`src/rtl/fetch_sequencer_if.sv`:
```
// Fetch sequencer bus: instruction-memory handshake, issue outputs and decoder feedback.
// master = sequencer side, slave = memory/decoder/datapath side.
interface fetch_sequencer_if #(
  parameter int PC_W = 10
);
  logic            IMEM_RD;
  logic [PC_W-1:0] IMEM_ADDR;
  logic [9:0]      IMEM_DATA;
  logic            IMEM_VALID;
  logic [9:0]      INSTR;
  logic [3:0]      OPCODE;
  logic            INSTR_VALID;
  logic            JUMP;
  logic            BEQ;
  logic            BNE;
  logic            HALT;
  logic            ZERO;
  logic            STALL;
  logic [PC_W-1:0] PC;
  logic            HALTED;

  modport master (
    output IMEM_RD, IMEM_ADDR, INSTR, OPCODE, INSTR_VALID, PC, HALTED,
    input  IMEM_DATA, IMEM_VALID, JUMP, BEQ, BNE, HALT, ZERO, STALL
  );

  modport slave (
    input  IMEM_RD, IMEM_ADDR, INSTR, OPCODE, INSTR_VALID, PC, HALTED,
    output IMEM_DATA, IMEM_VALID, JUMP, BEQ, BNE, HALT, ZERO, STALL
  );
endinterface

```
`src/rtl/fetch_sequencer.sv`:
```
// Instruction fetch / PC sequencer: FETCH -> WAIT -> ISSUE, with jump/branch/halt retire.
// Optional FETCH_RESUME_EN adds a RESUME input that restarts at PC+1 from HALTED.
module fetch_sequencer #(
  parameter int PC_W  = 10,
  parameter int OFF_W = 6
) (
  input  logic               CLK,
  input  logic               RESET,
`ifdef FETCH_RESUME_EN
  input  logic               RESUME,
`endif
  fetch_sequencer_if.master  bus
);

  typedef enum logic [1:0] {
    S_FETCH  = 2'd0,
    S_WAIT   = 2'd1,
    S_ISSUE  = 2'd2,
    S_HALTED = 2'd3
  } state_e;

  state_e          state_q;
  logic [PC_W-1:0] pc_q;
  logic [9:0]      instr_q;
  logic            halted_q;

  logic [PC_W-1:0] offset_ext;
  logic            taken;
  logic [PC_W-1:0] pc_d;

  // Retire target; all additions wrap modulo 2^PC_W by width truncation.
  always_comb begin
    offset_ext = {{(PC_W-OFF_W){instr_q[OFF_W-1]}}, instr_q[OFF_W-1:0]};
    taken      = bus.JUMP | (bus.BEQ & bus.ZERO) | (bus.BNE & ~bus.ZERO);
    pc_d       = taken ? (pc_q + offset_ext) : (pc_q + PC_W'(1));
  end

  always_ff @(posedge CLK) begin
    if (RESET) begin
      state_q  <= S_FETCH;
      pc_q     <= '0;
      instr_q  <= '0;
      halted_q <= 1'b0;
    end else begin
      case (state_q)
        S_FETCH: state_q <= S_WAIT;
        S_WAIT: begin
          if (bus.IMEM_VALID) begin
            instr_q <= bus.IMEM_DATA;
            state_q <= S_ISSUE;
          end
        end
        S_ISSUE: begin
          // HALT outranks any branch; PC is left pointing at the halting instruction.
          if (!bus.STALL) begin
            if (bus.HALT) begin
              state_q  <= S_HALTED;
              halted_q <= 1'b1;
            end else begin
              pc_q    <= pc_d;
              state_q <= S_FETCH;
            end
          end
        end
        S_HALTED: begin
`ifdef FETCH_RESUME_EN
          if (RESUME) begin
            pc_q     <= pc_q + PC_W'(1);
            halted_q <= 1'b0;
            state_q  <= S_FETCH;
          end
`endif
        end
        default: state_q <= S_FETCH;
      endcase
    end
  end

  // Strobes decode from state, masked while RESET is held so they read as idle.
  assign bus.IMEM_RD     = (state_q == S_FETCH) & ~RESET;
  assign bus.INSTR_VALID = (state_q == S_ISSUE) & ~RESET;
  assign bus.IMEM_ADDR   = pc_q;
  assign bus.PC          = pc_q;
  assign bus.INSTR       = instr_q;
  assign bus.OPCODE      = instr_q[9:6];
  assign bus.HALTED      = halted_q;

endmodule

```
`src/flat_wrapper.sv`:
```
// flat-port wrapper written by rule: the top's interface ports become plain ports
module fetch_sequencer_flat 
#(
  parameter int PC_W  = 10,
  parameter int OFF_W = 6
)
  (CLK, RESET, bus_IMEM_RD, bus_IMEM_ADDR, bus_INSTR, bus_OPCODE, bus_INSTR_VALID, bus_PC, bus_HALTED, bus_IMEM_DATA, bus_IMEM_VALID, bus_JUMP, bus_BEQ, bus_BNE, bus_HALT, bus_ZERO, bus_STALL);
  fetch_sequencer_if #(.PC_W(PC_W)) bus_i ();
  input  logic CLK;
  input  logic RESET;
  output wire logic [$bits(bus_i.IMEM_RD)-1:0] bus_IMEM_RD;
  output wire logic [$bits(bus_i.IMEM_ADDR)-1:0] bus_IMEM_ADDR;
  output wire logic [$bits(bus_i.INSTR)-1:0] bus_INSTR;
  output wire logic [$bits(bus_i.OPCODE)-1:0] bus_OPCODE;
  output wire logic [$bits(bus_i.INSTR_VALID)-1:0] bus_INSTR_VALID;
  output wire logic [$bits(bus_i.PC)-1:0] bus_PC;
  output wire logic [$bits(bus_i.HALTED)-1:0] bus_HALTED;
  input wire logic [$bits(bus_i.IMEM_DATA)-1:0] bus_IMEM_DATA;
  input wire logic [$bits(bus_i.IMEM_VALID)-1:0] bus_IMEM_VALID;
  input wire logic [$bits(bus_i.JUMP)-1:0] bus_JUMP;
  input wire logic [$bits(bus_i.BEQ)-1:0] bus_BEQ;
  input wire logic [$bits(bus_i.BNE)-1:0] bus_BNE;
  input wire logic [$bits(bus_i.HALT)-1:0] bus_HALT;
  input wire logic [$bits(bus_i.ZERO)-1:0] bus_ZERO;
  input wire logic [$bits(bus_i.STALL)-1:0] bus_STALL;
  assign bus_IMEM_RD = bus_i.IMEM_RD;
  assign bus_IMEM_ADDR = bus_i.IMEM_ADDR;
  assign bus_INSTR = bus_i.INSTR;
  assign bus_OPCODE = bus_i.OPCODE;
  assign bus_INSTR_VALID = bus_i.INSTR_VALID;
  assign bus_PC = bus_i.PC;
  assign bus_HALTED = bus_i.HALTED;
  assign bus_i.IMEM_DATA = bus_IMEM_DATA;
  assign bus_i.IMEM_VALID = bus_IMEM_VALID;
  assign bus_i.JUMP = bus_JUMP;
  assign bus_i.BEQ = bus_BEQ;
  assign bus_i.BNE = bus_BNE;
  assign bus_i.HALT = bus_HALT;
  assign bus_i.ZERO = bus_ZERO;
  assign bus_i.STALL = bus_STALL;
  fetch_sequencer #(.PC_W(PC_W), .OFF_W(OFF_W)) u_core (.CLK(CLK), .RESET(RESET), .bus(bus_i));
endmodule
```
`config.mk`:
```
export PLATFORM = sky130hd
export DESIGN_NAME = fetch_sequencer_flat
export DESIGN_NICKNAME = d
export VERILOG_FILES = /design/src/rtl/fetch_sequencer_if.sv /design/src/rtl/fetch_sequencer.sv /design/src/flat_wrapper.sv
export SDC_FILE = /design/constraint.sdc
export NUM_CORES = 1
export LEC_CHECK = 0
export ABC_AREA = 1
export BUFFER_PORTS_ARGS = -buffer_cell sky130_fd_sc_hd__buf_4
export CORE_ASPECT_RATIO = 1.5
export CORE_UTILIZATION = 50
export CTS_BUF_LIST = sky130_fd_sc_hd__clkbuf_8
export CTS_CLUSTER_SIZE = 25
export DETAILED_ROUTE_END_ITERATION = 7
export PLACE_DENSITY_LB_ADDON = 0.12
export RECOVER_POWER = 25
export SLEW_MARGIN = 40
export SYNTH_ARGS = -nofsm -noshare
export SYNTH_HDL_FRONTEND = slang
export SYNTH_SLANG_ARGS = --single-unit
export TNS_END_PERCENT = 5
```
`constraint.sdc`:
```
create_clock -name CLK -period 2.5 [get_ports CLK]
set_clock_uncertainty 0.2 [all_clocks]
set_input_delay 0.25 -clock CLK [delete_from_list [all_inputs] [get_ports CLK]]
set_output_delay 0.25 -clock CLK [all_outputs]
set_load 0.05 [all_outputs]
```
---- Yosys cells after proc, flatten, opt, wreduce, memory -nomap -nowiden ----
Cells that the tools add are included.
storage, ports and cells
  flip-flop bits (word level) ............. 23
  input port bits ......................... 19
  output and inout bits ................... 37
  word-level logic and storage cells ...... 31
cells by class
  $add $sub $neg .......................... 2
  equality and inequality tests ........... 4
  mux-type cells .......................... 5
  bitwise logic cells ..................... 10
  reductions and logical operators ........ 6
operators with widths
  cell                                           number
  adder 10 x 1 -> 10 bit, second input constant  1
  adder 10 bit                                   1
  two-way mux 10 bit                             1
  AND reduction 3 bit                            3
  two-way mux 2 bit                              3
  one-hot mux 2 bit (3 select lines)             1
  bitwise AND 1 bit                              4
  inequality test 2 bit, second input constant   2
  NOT 1 bit                                      4
  nonzero test 3 bit                             1
  == test 2 x 1 -> 1 bit, second input constant  1
  == test 2 bit, second input constant           1
  logical NOT 2 bit                              1
  bitwise OR 1 bit                               2
  AND reduction 2 bit                            1

---- Depth between registers and ports, before layout ----
Gate-level depths: netlist of the first run.
  word-level depth ........................ 4
  mapped depth ............................ 17
  depth with buffers taken out ............ 17

---- Worst setup path before layout of the first run ----
No wires, ideal clock.
  path kind ............................... reg2reg
  start point ............................. reg u_core.instr_q[0] (netlist: u_core.bus.INSTR[0])
  end point ............................... reg u_core.pc_q[8] (netlist: u_core.bus.IMEM_ADDR[8])
  data arrival time ....................... 2075 ps
  data required time ...................... 2191 ps
  setup slack ............................. 116 ps
  stages on the path, launching flop included .. 14
  period minus slack after synthesis ...... 2384 ps
  cell sequence ........................... dfxtp_1 -> or2_2 -> ha_1 -> fa_1 -> nand3_1 -> nand2_1 -> a21oi_1 -> nand2_1 -> nand4_1 -> nand2_1 -> nand2_1 -> nand3_1 -> nand2_1 -> inv_1
on the way
  longest elaborated chain between the ends .. 2
ends and longest elaborated chain
  element                 line                   text
  start, declared         fetch_sequencer.sv:24  logic [9:0] instr_q;
  start signal, assigned  fetch_sequencer.sv:49  instr_q <= bus.IMEM_DATA;
  adder 10 bit            fetch_sequencer.sv:35  pc_d = taken ? (pc_q + offset_ext) : (pc_q + PC_W'(1));
  two-way mux 10 bit      fetch_sequencer.sv:35
  end signal, assigned    fetch_sequencer.sv:60  pc_q <= pc_d;
  end, declared           fetch_sequencer.sv:23  logic [PC_W-1:0] pc_q;
Every way passes these cells.
A chain may end at the register's enable or synchronous reset.

---- Worst setup path after layout of the first run ----
Ends and elaborated chain as after synthesis.

==> results.yml, run 1 <==
run_status:
  result_of_the_run: "complete, no violations"
die:
  floorplan.initialDensity_pct: 53.6
  die_h_um: 68.3
  floorplan.die_area_um2: 3160
  core_area_um2: 2730
  io-pin-count: 56
  die_boundary_width_um: 46.2
  placementRows: 23
timing:
  worst_slew_pin_slew_ns: 0.610
  unrepaired_setup_endpoints_after_global_routing: "false"
  slew_headroom_pct: 59.5
  finalHoldViolations: 0
  max_clock_freq_mhz: 438
  layout_worst_path_cycle_share_pct: 91.4
  setup_viol: 0
  fin_crit_ns: 2.28
  slew_violations: 0
setup_path:
  timing.critical_path.from: "u_core.bus.INSTR[0]$_SDFFE_PP0P_"
  timing.critical_path.required_ns: 2.47
  regToRegStartpoint: "u_core.bus.INSTR[0]$_SDFFE_PP0P_"
  critical_path_peak_fanout: 3
  timing.critical_path.from_type: "flop"
  r2r_setup_slack_ns: 0.22
  critPathArrivalTime_ns: 2.25
  criticalPathCategory: "reg -> reg"
  timing.critical_path.to_type: "flop"
  r2r-end: "u_core.bus.IMEM_ADDR[8]$_SDFFE_PP0P_"
  r2r.worst_path.cells: 13
  worst_setup_path_endpoint: "u_core.bus.IMEM_ADDR[8]$_SDFFE_PP0P_"
logic_synthesis:
  fraction_of_post_synthesis_cell_area_in_the_top_cell_type_by_area_pct: 31.4
  top_area_cells_in_the_synthesized_netlist: "dfxtp_1, nor2_1, ha_1"
  syn_area_per_cell_um2: 7.15
  postSynthNetCount: 235
  post_synth_top_flop: "dfxtp_1"
  share_of_synthesized_area_occupied_by_flip_flops_and_latches_pct: 31.4
  postSynth.asyncResetShare_pct: 0
  synth_cell_type_count: 28
  number_of_synthesized_flops_with_an_enable_pin: 0
  yosysWarningCount: 0
  synthCells: 205
  ys_ff_latch: 23
  synth_top_cell_by_area: "dfxtp_1"
  netlist_area_um2: 1470
power_and_ir_drop:
  cellLeakagePower_nw: 0.977
  worst_vdd_drop_uv: 557
  power-per-cell-area_nw_per_um2: 876
  power.total_mw: 1.60
global_routing:
  grt.met3_usage_pct: 3.17
  globalRouteOverflowTotal: 0
  grt_max_degree: 16
  grt_antenna_before_repair: 0
  grt_pass1_vias: 1184
  grt_use_total_pct: 21.4
  global_route.usage.met2_pct: 38.2
  met1_usage_pct: 23.5
  grt_pass1_wl_um: 4920
  grt_peak_use_layer: "met2"
detailed_routing:
  drt_first_pass_iters: 4
  routedWlPerCell_um: 11.0
  postRouteWirelength_um: 3170
  route.detailed.vias_per_inst: 4.90
  number_of_nets_with_antenna_violations_after_routing: 0
  drt-initial-drc-count: 31
  detailroute.via_count: 1412
  drcViolationCount: 0
clocking:
  cts_inserted_buffers: 3
  clkTransAtPathRegs_ns: 0.08
  ctsResizeCount: 0
  cts_htree_levels: 1
  cts.sink_count: 23
  post-cts-setup-buffers: 0
  clock_tree_root_driver_cell: "clkbuf_8"
  clock_path_buffers: 2
  cts_tree: "built"
  worstSkewPairLatency_ns: 0.27
  hold_buffers: 0
worst_hold_path:
  min-delay-path-class: "in -> reg"
  worst_hold_startpoint: "RESET"
  worst_hold_path_cells: 2
placement:
  globalplace.congestion: 0.849
  placed_area_um2: 1840
  portBuffers: 55
  hpwlAfterDp_um: 2460
final_layout:
  final_common_cell: "buf_4"
  layout.nets: 282
  layout_common_cells: "buf_4, nor2_1, inv_1, nand2_1, dfxtp_1"
  final_area_um2: 1820
  num_antenna_cells: 0
  layout_cell_share_with_drive_strength_beyond_1_pct: 23.1
  area_growth_syn_to_layout_pct: 24.4
  fraction_of_the_core_area_covered_by_cells_at_the_end_of_the_flow_pct: 66.7
flow_run:
  max_cap_violations: 0
-- final cells by class --
class	instances	area [um^2]
Inverter	28	108
Tap cell	37	46.3
Clock buffer	3	41.3
Fill cell	268	910
Timing Repair Buffer	60	394
Multi-Input combinational cell	136	771
Sequential cell	23	460
Clock inverter	1	3.75
-- layer usage --
metal | part of all wire, % | vias up
met5 | 0 | -
met4 | 2.3 | 0
met3 | 3.4 | 7
met2 | 54 | 37
met1 | 41 | 636
li1 | - | 732
-- metrics by stage --
stage	setup WS, ns	std cells	hold WS [ns]	setup TNS, ns
final	0.216	288	0.0274	0
after global routing	0.0934	288	0.0246	0
after CTS	0.226	288	0.0183	0
after detailed placement	-0.00677	284	0.267	-0.00677
after global placement	0.0602	284	0.253	0
after floorplan	0.116	205	0.217	0
-- how the worst min path moves through the flow --
stage,endpoint,slack (ns)
after floorplan,u_core.bus.INSTR[0]$_SDFFE_PP0P_,0.22
after global placement,u_core.bus.HALTED$_SDFFE_PP0P_,0.25
after detailed placement,u_core.bus.INSTR[1]$_SDFFE_PP0P_,0.27
after CTS,u_core.bus.IMEM_ADDR[9]$_SDFFE_PP0P_,0.02
after global routing,u_core.bus.IMEM_ADDR[9]$_SDFFE_PP0P_,0.02
final,u_core.bus.IMEM_ADDR[9]$_SDFFE_PP0P_,0.03
-- Yosys cell counts, types with 2 or more instances --
master and instances:
a21oi_1 12, clkbuf_1 3, xnor2_1 2, o21ai_0 19
xor2_1 5, nand3_1 8, nor2_1 34, a211oi_1 2
ha_1 10, nand2_1 27, dfxtp_1 23, nand4_1 3
buf_4 14, nand2_2 3, inv_1 27
-- critical path: stages (launching register included) --
cell	delay (ns)
dfxtp_1	0.33
or2_2	0.29
ha_1	0.21
fa_1	0.40
nand3_1	0.08
nand2_1	0.08
a21oi_1	0.13
nand2_1	0.08
nand4_1	0.09
nand2_1	0.07
nand2_1	0.06
nand3_1	0.06
nand2_1	0.06
inv_1	0.04
-- registers in the layout (all words and copies together) (netlist names) --
signal                flops
u_core.bus.HALTED         1
u_core.bus.INSTR         10
u_core.bus.IMEM_ADDR     10
u_core.state_q            2
-- where the power goes --
group | switching, mW | internal [mW] | total (mW) | leakage, nW
combinational | 0.621 | 0.241 | 0.861 | 0.763
clock | 0.119 | 0.110 | 0.229 | 0.0269
sequential | 0.0668 | 0.441 | 0.507 | 0.187
-- cells by family after synthesis --
group	after synthesis	share of synthesized area (%)
XOR/XNOR	7	4.18
AO/OA/AOI/OAI	38	14.2
buffers and inverters	46	16.0
AND/OR/NAND/NOR	80	24.2
adder cells (fa/ha/maj)	11	9.90
flip-flops	23	31.4
Power figures use the tool's default switching activity.
==> inputs of run 2 (changes only) <==
- CORE_UTILIZATION: 50 -> 46
- clock period: 2.5 -> 2.1 ns (I/O delays scaled with it)
==> results.yml, run 2 (same netlist as run 1, synthesis figures left out) <==
final_layout:
  number_of_fill_cells_in_the_layout: 279
  final_common_cell: "buf_4"
  area_growth_syn_to_layout_pct: 39.6
  final_area_um2: 2050
  layout.cells.non_filler: 310
  layout_common_cells: "buf_4, nor2_1, inv_1, nand2_1, dfxtp_1"
  layout.nets: 302
  num_antenna_cells: 0
  layout_cell_share_with_drive_strength_beyond_1_pct: 29.9
global_routing:
  globalRouteOverflowTotal: 0
  grt_pass1_wl_um: 5410
  grt_use_total_pct: 21.3
  grt_antenna_before_repair: 0
  grt_max_degree: 16
  grt_pass1_vias: 1290
timing:
  hold-worst-slack_ns: 0.0245
  unrepaired_setup_endpoints_after_global_routing: "true"
  finalHoldViolations: 0
  setup_viol: 0
  worst_slew_pin_slew_ns: 0.618
  slew_violations: 0
  max_clock_freq_mhz: 494
  slew_headroom_pct: 59.0
  layout_worst_path_cycle_share_pct: 96.4
  fin_crit_ns: 2.03
detailed_routing:
  drt-initial-drc-count: 21
  postRouteWirelength_um: 3340
  detailroute.via_count: 1464
  drcViolationCount: 0
  routedWlPerCell_um: 10.8
  number_of_nets_with_antenna_violations_after_routing: 0
  drt_first_pass_iters: 4
  route.detailed.vias_per_inst: 4.72
placement:
  hpwlAfterDp_um: 2490
  portBuffers: 55
  post-place-cells: 295
  placed_area_um2: 1950
  globalplace.congestion: 0.764
setup_path:
  path_common_cell: "buf_4"
  critical_path_peak_fanout: 2
  timing.critical_path.to_type: "flop"
  r2r.worst_path.cells: 10
  timing.critical_path.from_type: "flop"
  timing.critical_path.required_ns: 2.06
  regToRegStartpoint: "u_core.bus.INSTR[0]$_SDFFE_PP0P_"
  critPathArrivalTime_ns: 1.99
  r2r_setup_slack_ns: 0.07
  crit_path_max_incr_delay_ns: 0.34
  crit_slowest_cell: "fa_2"
  timing.critical_path.max_delay_family: "adder cells"
  timing.critical_path.from: "u_core.bus.INSTR[0]$_SDFFE_PP0P_"
  critical_path_buf_inv_count: 3
  r2r-end: "u_core.bus.IMEM_ADDR[4]$_SDFFE_PP0P_"
  criticalPathCategory: "reg -> reg"
  cp_cell_sequence: "or2_4 -> ha_4 -> fa_2 -> nand3_2 -> nand2_2 -> buf_4 -> buf_4 -> xor2_1 -> o21ai_1 -> inv_1"
worst_hold_path:
  worst_hold_path_cells: 3
  min-delay-path-class: "in -> reg"
  hold_worst_path_end: "u_core.bus.INSTR[3]$_SDFFE_PP0P_"
  worst_hold_startpoint: "bus_IMEM_DATA[3]"
die:
  floorplan.die_area_um2: 3420
  die_h_um: 71.2
  placementRows: 24
  floorplan.initialDensity_pct: 49.3
  io-pin-count: 56
  core_area_um2: 2970
  die_boundary_width_um: 48.1
power_and_ir_drop:
  power.total_mw: 1.99
  power-per-cell-area_nw_per_um2: 973
  worst_vdd_drop_uv: 679
  cellLeakagePower_nw: 1.08
clocking:
  cts_htree_levels: 1
  cts.sink_count: 23
  cts_tree: "built"
  clkTransAtPathRegs_ns: 0.08
  clock_path_buffers: 2
  clock_tree_root_driver_cell: "clkbuf_8"
  worstSkewPairLatency_ns: 0.26
  cts_inserted_buffers: 3
run_status:
  result_of_the_run: "complete, no violations"
flow_run:
  max_cap_violations: 0
==> run 2: cell types whose count changed in the layout (fill, tap and decap cells not counted), moves of 2 or more <==
cell	previous run	this run
buf_4	45	59
dlygate4sd3_1	0	7
dfxtp_1	23	21
dfxtp_2	0	2
inv_1	28	26
o21ai_0	19	17
o21ai_1	0	2
==> run 2: power by group <==
part / internal (mW) / switching, mW / total, mW / leakage, nW
Combinational: 0.353 / 0.764 / 1.12 / 0.866
Sequential: 0.527 / 0.0759 / 0.602 / 0.188
Clock: 0.131 / 0.142 / 0.272 / 0.0269
Total: 1.01 / 0.981 / 1.99 / 1.08
==> run 2: layer usage <==
metal | routed length [um] | vias up | track usage (%)
met5 | 0 | - | 0
met4 | 34 | 0 | 5.56
met3 | 107 | 4 | 2.55
met2 | 1720 | 39 | 37.4
met1 | 1480 | 647 | 25.8
li1 | - | 774 | -
==> run 2: area by class of cell <==
cell class                      instances  area [um^2]  share of cell area (%)
Clock buffer                            3         41.3                    2.02
Clock inverter                          1         3.75                   0.183
Inverter                               28          120                    5.87
Multi-Input combinational cell        136          805                    39.3
Sequential cell                        23          463                    22.6
Tap cell                               39         48.8                    2.38
Timing Repair Buffer                   80          566                    27.6
==> run 2: repair_timing <==
item | 4_1_cts | 5_1_grt
buffers inserted | 0 | 4
hold endpoints to repair | 7 | 0
setup endpoints to repair | 0 | 3
hold buffers | 7 | 0
resized for setup | 0 | 3
==> run 2: worst max path at each step <==
| stage | endpoint | slack [ns] | cells past startpoint |
|---|---|---|---|
| 3_5_place_dp | u_core.bus.IMEM_ADDR[8]$_SDFFE_PP0P_ | -0.23 | 18 |
| 2_1_floorplan | u_core.bus.IMEM_ADDR[8]$_SDFFE_PP0P_ | -0.07 | 17 |
| 3_3_place_gp | u_core.bus.IMEM_ADDR[8]$_SDFFE_PP0P_ | -0.21 | 18 |
| 4_1_cts | u_core.bus.IMEM_ADDR[8]$_SDFFE_PP0P_ | 0.007 | 13 |
| 5_1_grt | u_core.bus.IMEM_ADDR[8]$_SDFFE_PP0P_ | -0.06 | 13 |
| 6_report | u_core.bus.IMEM_ADDR[4]$_SDFFE_PP0P_ | 0.07 | 10 |
==> run 2: stage by stage <==
stage	utilization [%]	TNS [ns]	worst slack, ns
6_report	68.9	0	0.0746
5_1_grt	68.9	-0.111	-0.0592
4_1_cts	69.5	0	0.00721
3_5_place_dp	65.6	-0.765	-0.235
3_3_place_gp	65.6	-0.721	-0.209
2_1_floorplan	-	-0.187	-0.0704
==> run 2: worst reg2reg max path: cells and delay by family (launching register included) <==
kind            cells  cell delay [ns]
buf+inv             3             0.29
fa+ha+maj           2             0.50
compound gates      1             0.11
flops               1             0.33
xor+xnor            1             0.13
simple gates        3             0.36
